### src/rtl/fdga_mem_pkg.sv
// Shared types for the LSU memory requester: FSM and lane-state encodings
// plus the width of the per-lane response-latency counter.
package fdga_mem_pkg;

  typedef enum logic [1:0] {
    ST_IDLE = 2'd0,
    ST_RUN  = 2'd1,
    ST_DONE = 2'd2
  } fsm_state_e;

  typedef enum logic [1:0] {
    LANE_PENDING   = 2'd0,
    LANE_WAIT_RESP = 2'd1,
    LANE_COMPLETE  = 2'd2
  } lane_state_e;

  // Wide enough for RESP_LATENCY-1 with RESP_LATENCY up to 15.
  localparam int LAT_CNT_W = 4;

endpackage

### src/rtl/mem_lane_tracker.sv
// One lane of a batch: issues a single read or write request, waits out the
// fixed response latency for loads, and holds the captured load result.
module mem_lane_tracker
  import fdga_mem_pkg::*;
#(
  parameter int DATA_WIDTH   = 32,
  parameter int RESP_LATENCY = 2
) (
  input  logic                  clk,
  input  logic                  reset,
  input  logic                  accept,
  input  logic                  active,
  input  logic                  op_write,
  input  logic                  req_ready,
  input  logic                  w_ready,
  input  logic [DATA_WIDTH-1:0] resp_data,
  output logic                  req_valid,
  output logic                  w_valid,
  output logic                  complete,
  output logic [DATA_WIDTH-1:0] rdata,
  output lane_state_e           state
);

  localparam logic [LAT_CNT_W-1:0] CNT_LOAD = LAT_CNT_W'(RESP_LATENCY - 1);

  lane_state_e           state_q, state_d;
  logic [LAT_CNT_W-1:0]  cnt_q, cnt_d;
  logic [DATA_WIDTH-1:0] rdata_q, rdata_d;

  always_comb begin
    state_d = state_q;
    cnt_d   = cnt_q;
    rdata_d = rdata_q;
    case (state_q)
      LANE_PENDING: begin
        if (op_write && w_ready) begin
          state_d = LANE_COMPLETE;
        end else if (!op_write && req_ready) begin
          state_d = LANE_WAIT_RESP;
          cnt_d   = CNT_LOAD;
        end
      end
      LANE_WAIT_RESP: begin
        // cnt_q reaches zero exactly RESP_LATENCY cycles after the handshake.
        if (cnt_q == '0) begin
          rdata_d = resp_data;
          state_d = LANE_COMPLETE;
        end else begin
          cnt_d = cnt_q - 1'b1;
        end
      end
      default: ;
    endcase
    // Accept only happens in IDLE, when every lane is already COMPLETE.
    if (accept) begin
      state_d = active ? LANE_PENDING : LANE_COMPLETE;
      cnt_d   = '0;
      rdata_d = '0;
    end
  end

  always_ff @(posedge clk) begin
    if (reset) begin
      state_q <= LANE_COMPLETE;
      cnt_q   <= '0;
      rdata_q <= '0;
    end else begin
      state_q <= state_d;
      cnt_q   <= cnt_d;
      rdata_q <= rdata_d;
    end
  end

  assign req_valid = (state_q == LANE_PENDING) && !op_write;
  assign w_valid   = (state_q == LANE_PENDING) && op_write;
  assign complete  = (state_q == LANE_COMPLETE);
  assign rdata     = rdata_q;
  assign state     = state_q;

endmodule

### src/rtl/lsu_mem_requester.sv
// Batch memory requester: latches a per-lane load/store batch on start,
// drives one memory channel per lane and pulses done once all lanes finish.
module lsu_mem_requester
  import fdga_mem_pkg::*;
#(
  parameter int DATA_WIDTH   = 32,
  parameter int ADDR_WIDTH   = 32,
  parameter int NUM_CHANNELS = 8,
  parameter int RESP_LATENCY = 2
) (
  input  logic                  clk,
  input  logic                  reset,
  input  logic                  start,
  output logic                  start_ready,
  input  logic                  op_write,
  input  logic [NUM_CHANNELS-1:0] lane_mask,
  input  logic [ADDR_WIDTH-1:0] lane_addr  [NUM_CHANNELS],
  input  logic [DATA_WIDTH-1:0] lane_wdata [NUM_CHANNELS],
  output logic [DATA_WIDTH-1:0] lane_rdata [NUM_CHANNELS],
  output logic                  done,
  output logic [NUM_CHANNELS-1:0] mem_req_valid,
  input  logic [NUM_CHANNELS-1:0] mem_req_ready,
  output logic [NUM_CHANNELS-1:0] mem_w_valid,
  input  logic [NUM_CHANNELS-1:0] mem_w_ready,
  output logic [ADDR_WIDTH-1:0] mem_req_addr  [NUM_CHANNELS],
  output logic [DATA_WIDTH-1:0] mem_w_data    [NUM_CHANNELS],
  input  logic [DATA_WIDTH-1:0] mem_resp_data [NUM_CHANNELS],
  output fsm_state_e            dbg_state,
  output lane_state_e           dbg_lane_state [NUM_CHANNELS]
);

  // Handshakes: a transfer happens in any cycle where valid and ready are both
  // high; once raised, valid, address and data stay put until that cycle, and
  // ready may toggle freely without affecting them.

  fsm_state_e            state_q, state_d;
  logic                  op_write_q, op_write_d;
  logic [ADDR_WIDTH-1:0] addr_q  [NUM_CHANNELS];
  logic [ADDR_WIDTH-1:0] addr_d  [NUM_CHANNELS];
  logic [DATA_WIDTH-1:0] wdata_q [NUM_CHANNELS];
  logic [DATA_WIDTH-1:0] wdata_d [NUM_CHANNELS];
  logic [NUM_CHANNELS-1:0] lane_complete;
  logic                  accept;

  assign accept = (state_q == ST_IDLE) && start;

  always_comb begin
    state_d = state_q;
    case (state_q)
      ST_IDLE: if (start) state_d = ST_RUN;
      ST_RUN:  if (&lane_complete) state_d = ST_DONE;
      ST_DONE: state_d = ST_IDLE;
      default: state_d = ST_IDLE;
    endcase
  end

  always_comb begin
    op_write_d = accept ? op_write : op_write_q;
    for (int i = 0; i < NUM_CHANNELS; i++) begin
      addr_d[i]  = accept ? lane_addr[i]  : addr_q[i];
      wdata_d[i] = accept ? lane_wdata[i] : wdata_q[i];
    end
  end

  always_ff @(posedge clk) begin
    if (reset) begin
      state_q    <= ST_IDLE;
      op_write_q <= 1'b0;
      for (int i = 0; i < NUM_CHANNELS; i++) begin
        addr_q[i]  <= '0;
        wdata_q[i] <= '0;
      end
    end else begin
      state_q    <= state_d;
      op_write_q <= op_write_d;
      for (int i = 0; i < NUM_CHANNELS; i++) begin
        addr_q[i]  <= addr_d[i];
        wdata_q[i] <= wdata_d[i];
      end
    end
  end

  for (genvar g = 0; g < NUM_CHANNELS; g++) begin : g_lane
    mem_lane_tracker #(
      .DATA_WIDTH  (DATA_WIDTH),
      .RESP_LATENCY(RESP_LATENCY)
    ) u_tracker (
      .clk      (clk),
      .reset    (reset),
      .accept   (accept),
      .active   (lane_mask[g]),
      .op_write (op_write_q),
      .req_ready(mem_req_ready[g]),
      .w_ready  (mem_w_ready[g]),
      .resp_data(mem_resp_data[g]),
      .req_valid(mem_req_valid[g]),
      .w_valid  (mem_w_valid[g]),
      .complete (lane_complete[g]),
      .rdata    (lane_rdata[g]),
      .state    (dbg_lane_state[g])
    );
    assign mem_req_addr[g] = addr_q[g];
    assign mem_w_data[g]   = wdata_q[g];
  end

  assign start_ready = (state_q == ST_IDLE);
  assign done        = (state_q == ST_DONE);
  assign dbg_state   = state_q;

endmodule

### config.mk
export PLATFORM = sky130hd
export DESIGN_NAME = lsu_mem_requester
export DESIGN_NICKNAME = d
export VERILOG_FILES = /design/src/rtl/fdga_mem_pkg.sv /design/src/rtl/mem_lane_tracker.sv /design/src/rtl/lsu_mem_requester.sv
export SDC_FILE = /design/constraint.sdc
export NUM_CORES = 2
export LEC_CHECK = 0
export BUFFER_PORTS_ARGS = -buffer_cell sky130_fd_sc_hd__buf_4
export CORE_AREA = 2 2 622 624
export DETAILED_ROUTE_END_ITERATION = 16
export DIE_AREA = 0 0 624 626
export SETUP_SLACK_MARGIN = 0.02
export SLEW_MARGIN = 20
export SYNTH_ARGS = -nofsm -noshare
export SYNTH_HDL_FRONTEND = slang
export SYNTH_SLANG_ARGS = --single-unit
### constraint.sdc
create_clock -name clk -period 2 [get_ports clk]
set_clock_uncertainty 0.1 [all_clocks]
set_input_delay 0.4 -clock clk [delete_from_list [all_inputs] [get_ports clk]]
set_output_delay 0.4 -clock clk [all_outputs]
set_load 0.02 [all_outputs]
# After elaboration in Yosys (flattened, before gate mapping)

Memory sizes are Yosys's and may differ from the RTL's.
Index checks and enable logic that the tools add are counted.

Reduce and logical (&&, ||, !) cells: 94
Eq/ne operators: 60
Muxes and demuxes: 118
$add $sub $neg: 8
Bitwise logic cells: 16

Operator list:

| cell                | count |
|---|---|
| $mux 32             | 32 |
| $mux 4              | 24 |
| $mux 2              | 42 |
| $pmux 4 s2          | 8 |
| $ne 2x2->1 const B  | 18 |
| $pmux 2 s2          | 9 |
| $logic_and 1x1->1   | 33 |
| $logic_not 4->1     | 8 |
| $ne 4x2->1 const B  | 8 |
| $reduce_and 4->1    | 8 |
| $sub 4x1->4 const B | 8 |
| $ne 3x2->1 const B  | 8 |
| $reduce_and 3->1    | 8 |
| $reduce_bool 3->1   | 8 |
| $eq 2x1->1 const B  | 9 |
| $eq 2x2->1 const B  | 9 |
| $logic_not 2->1     | 9 |
| $reduce_and 2->1    | 9 |
| $ne 2x1->1 const B  | 8 |
| $or 1x1->1          | 16 |
| $reduce_bool 2->1   | 8 |
| $reduce_and 8->1    | 1 |
| $mux 1              | 3 |
| $reduce_or 2->1     | 1 |
| $logic_not 1->1     | 1 |

Logic and storage cells: 324
Output and inout bits: 804
Bits of input ports: 796
Flip-flop bits (word level): 307
Memory bits (writable): 512
Memories: 2

Memory list:

| name    | words | bits a word | rd ports | clocked after Yosys merged registers in | write ports | RTL line                | RTL |
|---|---|---|---|---|---|---|---|
| addr_q  | 8     | 32          | 8        | 0                                       | 8           | lsu_mem_requester.sv:38 | `logic [ADDR_WIDTH-1:0] addr_q [NUM_CHANNELS];` |
| wdata_q | 8     | 32          | 8        | 0                                       | 8           | lsu_mem_requester.sv:40 | `logic [DATA_WIDTH-1:0] wdata_q [NUM_CHANNELS];` |

# Longest topological paths before layout

Depth in word-level cells: 6
Gate-level depth with buffers: 8
Depth with buffers taken out: 6

# Cells and area by module

From an unflattened synthesis, not the netlist that was laid out.

Cell total of the unflattened synthesis: 3756
Area total of the unflattened synthesis: 30680.7 µm²

Modules (own cells, without submodules):

| module                                     | instances | area each (µm²) | cells an instance | seq. area each (µm²) |
|---|---|---|---|---|
| lsu_mem_requester                          | 1         | 17987.3         | 2234              | 10309.9 |
| mem_lane_tracker (g_lane[3].u_tracker ...) | 5         | 1566.5          | 188               | 760.7 |
| mem_lane_tracker (g_lane[0].u_tracker ...) | 3         | 1620.3          | 194               | 760.7 |

# Least setup slack after synthesis

No wires, ideal clock.

Path kind: register -> output
Start point: register op_write_q
End point: output mem_w_valid[6]
Data arrival time: 1203 ps
Slack: 297 ps
Buffers on the path: 3
Required time: 1500 ps
Stages on the path, launching flop included: 5
Cell sequence: dfxtp_1 > clkbuf_1 > clkbuf_1 > nor3b_1 > buf_4

Cells in the longest elaborated chain, start to end: 1

RTL lines:

| what                   | RTL line                | RTL |
|---|---|---|
| start, declared        | lsu_mem_requester.sv:37 | `logic op_write_q, op_write_d;` |
| start signal, assigned | lsu_mem_requester.sv:75 | `op_write_q <= op_write_d;` |
| $logic_and 1x1->1      | mem_lane_tracker.sv:75  | `assign w_valid = (state_q == LANE_PENDING) && op_write;` |
| end, declared          | lsu_mem_requester.sv:23 | `output logic [NUM_CHANNELS-1:0] mem_w_valid,` |

No other way between the ends.

# Final worst setup path

Start point: register op_write_q
End point: output mem_req_valid[3]

Cells in the longest elaborated chain, start to end: 2

RTL lines:

| what              | RTL line                | RTL |
|---|---|---|
| $logic_not 1->1   | mem_lane_tracker.sv:74  | `assign req_valid = (state_q == LANE_PENDING) && !op_write;` |
| $logic_and 1x1->1 | mem_lane_tracker.sv:74  |  |
| end, declared     | lsu_mem_requester.sv:21 | `output logic [NUM_CHANNELS-1:0] mem_req_valid,` |

No other way between the ends.

==> flow_summary.toml <==
[cts]
cts_made_buffers = 111
clk_path_buf_depth = 4
clk_latency_ns = 0.89
cts_tree = "done"
clock_sinks = 819
htreeDepth = 3
clockRootBuffer = "clkbuf_16"
clkSlewWorstSetupHoldPaths_ns = 0.07

[global_routing]
grt_start_max_net_pins = 75
grt_pass1_wl_um = 405600
grt_use_total_pct = 16.21
antenna_found_initial = 291
overflow = 0
first_global_vias = 36356

[min_path]
hold_class = "input port to flip-flop"
min_to = "g_lane[2].u_tracker.rdata[2]$_SDFFE_PP0P_"
hold_depth = 4
hold_start = "mem_resp_data[162]"

[placed_design]
gp_congestion = 0.9668
port_buffers = 1599
dp_hpwl_um = 288700
dp_cells = 10232

[timing]
fin_crit_ns = 2.455
rsz0062_at_grt = "true"
tightestPinTransition_ns = 0.5145
slew-limit-headroom_pct = 65.38
fin_crit_sh_pct = 122.7
finalHoldViolCount = 0
slew_viol_final = 0
setup_slack_ns = -0.4549
final-setup-viol-count = 38
hold_ws_ns = 0.1985
fmax_ghz = 0.4074

[setup_path]
r2r-start = "dbg_state[0]$_SDFFE_PP0P_"
cp.arrival_ns = 1.95
startpoint_type = "flip-flop"
reg2reg_slack_ns = -0.03
critPathMaxFanout = 6
worstSetupPathType = "flip-flop to output port"
crit_path_end_kind = "output port"
cp.required_ns = 1.50
worst_r2r_endpoint = "addr_q[1][37]$_SDFFE_PP0P_"
r2r_cells = 9

[floorplanning]
core_area_um2 = 384300
start_util_pct = 7.615
dieArea_um2 = 390600
die_h_um = 626
fp-row-count = 228
die_x_um = 624
io_pins = 1600

[power]
internal-power_uw = 33770
pwr-share-comb_pct = 24.1
p_sw_uw = 16020
p_per_area_nw_per_um2 = 760.9
clkPwrFrac_pct = 40.1
power_switching_share_pct = 32.18
power_frac_seq_pct = 35.8
ir_drop_uv = 713.6
p_leak_uw = 0.02581

[synthesis]
synth_cells = 3690
yosys_warnings = 0
yosysSeqAreaShare_pct = 56.03
synth_area_leaders = "dfxtp_1 (56%), nand2_1 (20%), a21oi_1 (13%)"
syn_area_um2 = 29260
dominantRegCellSynth = "dfxtp_1"
synth.distinct_cells = 47
synth_edf_count = 0
synth_nets = 4494
syn_area_per_cell_um2 = 7.930
ys_ff_latch = 819
async_flop_share_pct = 0
synth_top_cell_by_area = "dfxtp_1"
synth_top_area_share_pct = 56.03

[outcome]
status = "finished with violations"
violations = "setup timing"

[finish]
drive_gt1_share_pct = 41.18
fin_nets = 6989
layout_commonest_cell = "nand2_1"
syn2layout_area_growth_pct = 123.6
most-common-layout-cells = "nand2_1 (1447), buf_4 (1371), dlygate4sd3_1 (796)"
final_cells = 11394

[routing]
via_per_inst = 3.377
vias = 38482
first_pass_iters = 5
drtIter0Drc = 3037
wl_per_cell_um = 29.93
drc = 0
ant_nets = 0
totalWireLength_um = 341100

[run]
cap_violations = 0
[synth_stat cells (all sizes together), types with 2 or more instances]
cell     count
xnor2        3
a211oi       6
o2111a       2
a221oi       6
nand2     1561
a31oi        6
o21a         4
nor2b       22
buf        194
mux2i        3
a21oi      785
and3         5
ha           8
o2111ai      3
nor3b       16
a22oi        4
nor2        20
nor3        38
nand3        7
and2         6
clkbuf      92
o21ai        9
a21o         2
or3          5
nand2b      10
or3b         2
nand4b       2
nor4         3
nand4bb      3
and3b        3
dfxtp      819
inv         24
xor2         5
o211ai       3
and4bb       3
[cell families (layout without fill, tap and decap cells)]
family / count (synthesis) / after routing / synth area share (%)
AND/OR/NAND/NOR: 1709 / 1709 / 23.15
AO/OA/AOI/OAI: 832 / 832 / 14.60
flip-flops: 819 / 819 / 56.03
buffers and inverters: 310 / 2885 / 5.499
adder cells (fa/ha/maj): 8 / 8 / 0.3421
XOR/XNOR: 8 / 8 / 0.2395
multiplexers: 4 / 4 / 0.1411
other: 0 / 69 / 0
[state kept, by name, summed over array words and instances (netlist names)]
| name | count |
|---|---|
| addr_q | 256 |
| g_lane.u_tracker.rdata | 256 |
| wdata_q | 256 |
| g_lane.u_tracker.cnt_q | 32 |
| g_lane.u_tracker.state | 16 |
| dbg_state | 2 |
| op_write_q | 1 |
[timing repair]
| action | 4_1_cts | 5_1_grt |
|---|---|---|
| hold buffers | 796 | 0 |
| hold endpoints to repair | 818 | 0 |
| resized for setup | 902 | 355 |
| pin swaps | 6 | 111 |
| setup buffers | 24 | 44 |
| setup endpoints to repair | 360 | 402 |
| gates cloned | 2 | 37 |
[final cells by class]
| cell class | instances | area (µm²) |
|---|---|---|
| fillers | 42927 | 318800 |
| clock buffers | 153 | 3188 |
| flip-flops and latches | 819 | 16820 |
| well taps | 5060 | 6331 |
| multi-input cells | 2561 | 12480 |
| repair buffers | 2668 | 26040 |
| diodes | 69 | 172.7 |
| inverters | 24 | 90.09 |
| clock inverters | 40 | 317.8 |
[metrics by stage]
step / TNS [ns] / util, % / setup slack, ns / instance area [µm²] / total power, µW
after detailed placement: -0.04237 / 12.54 / -0.03094 / 48210 / 26720
after floorplan: 0 / - / 0.2971 / 29260 / 21070
after global routing: -14.81 / 17.01 / -0.5513 / 65350 / 51670
after CTS: -12.44 / 16.33 / -0.5637 / 62740 / 49320
final: -7.151 / 17.03 / -0.4549 / 65440 / 49790
after global placement: 0 / 12.54 / 0.01185 / 48210 / 26690
[power by group through the flow]
stage | sequential (µW) | combinational [µW] | clock [µW]
floorplan | 18900 | 2180 | 0
CTS | 17800 | 11000 | 20600
finish | 17800 | 12000 | 20000
detailed placement | 18000 | 8680 | 0
global route | 17900 | 12700 | 21100
global placement | 18000 | 8680 | 0
[per-layer routing]
metal / track usage, % / part of all wire (%)
met5: 0 / 0.17
met4: 7.813 / 6.2
met3: 8.174 / 12
met2: 28.06 / 48
met1: 16.03 / 34
[critical path, cell delays in order, from the launching register on]
cell and delay (ns):
dfxtp_4 0.37, buf_12 0.13, buf_16 0.14, nor3_4 0.19, buf_12 0.19
[how the worst max path moves through the flow]
stage                                                 to               startpoint  cells after the start
6_report                                mem_req_valid[3]  op_write_q$_SDFFE_PP0P_                      4
3_3_place_gp   g_lane[0].u_tracker.state[1]$_SDFFE_PP1P_                    start                      5
4_1_cts                                 mem_req_valid[3]  op_write_q$_SDFFE_PP0P_                      4
3_5_place_dp   g_lane[0].u_tracker.state[1]$_SDFFE_PP1P_                    start                      5
2_1_floorplan                             mem_w_valid[6]  op_write_q$_SDFFE_PP0P_                      4
5_1_grt                                 mem_req_valid[3]  op_write_q$_SDFFE_PP0P_                      4
Note: power is estimated with default switching activity, not from simulation.
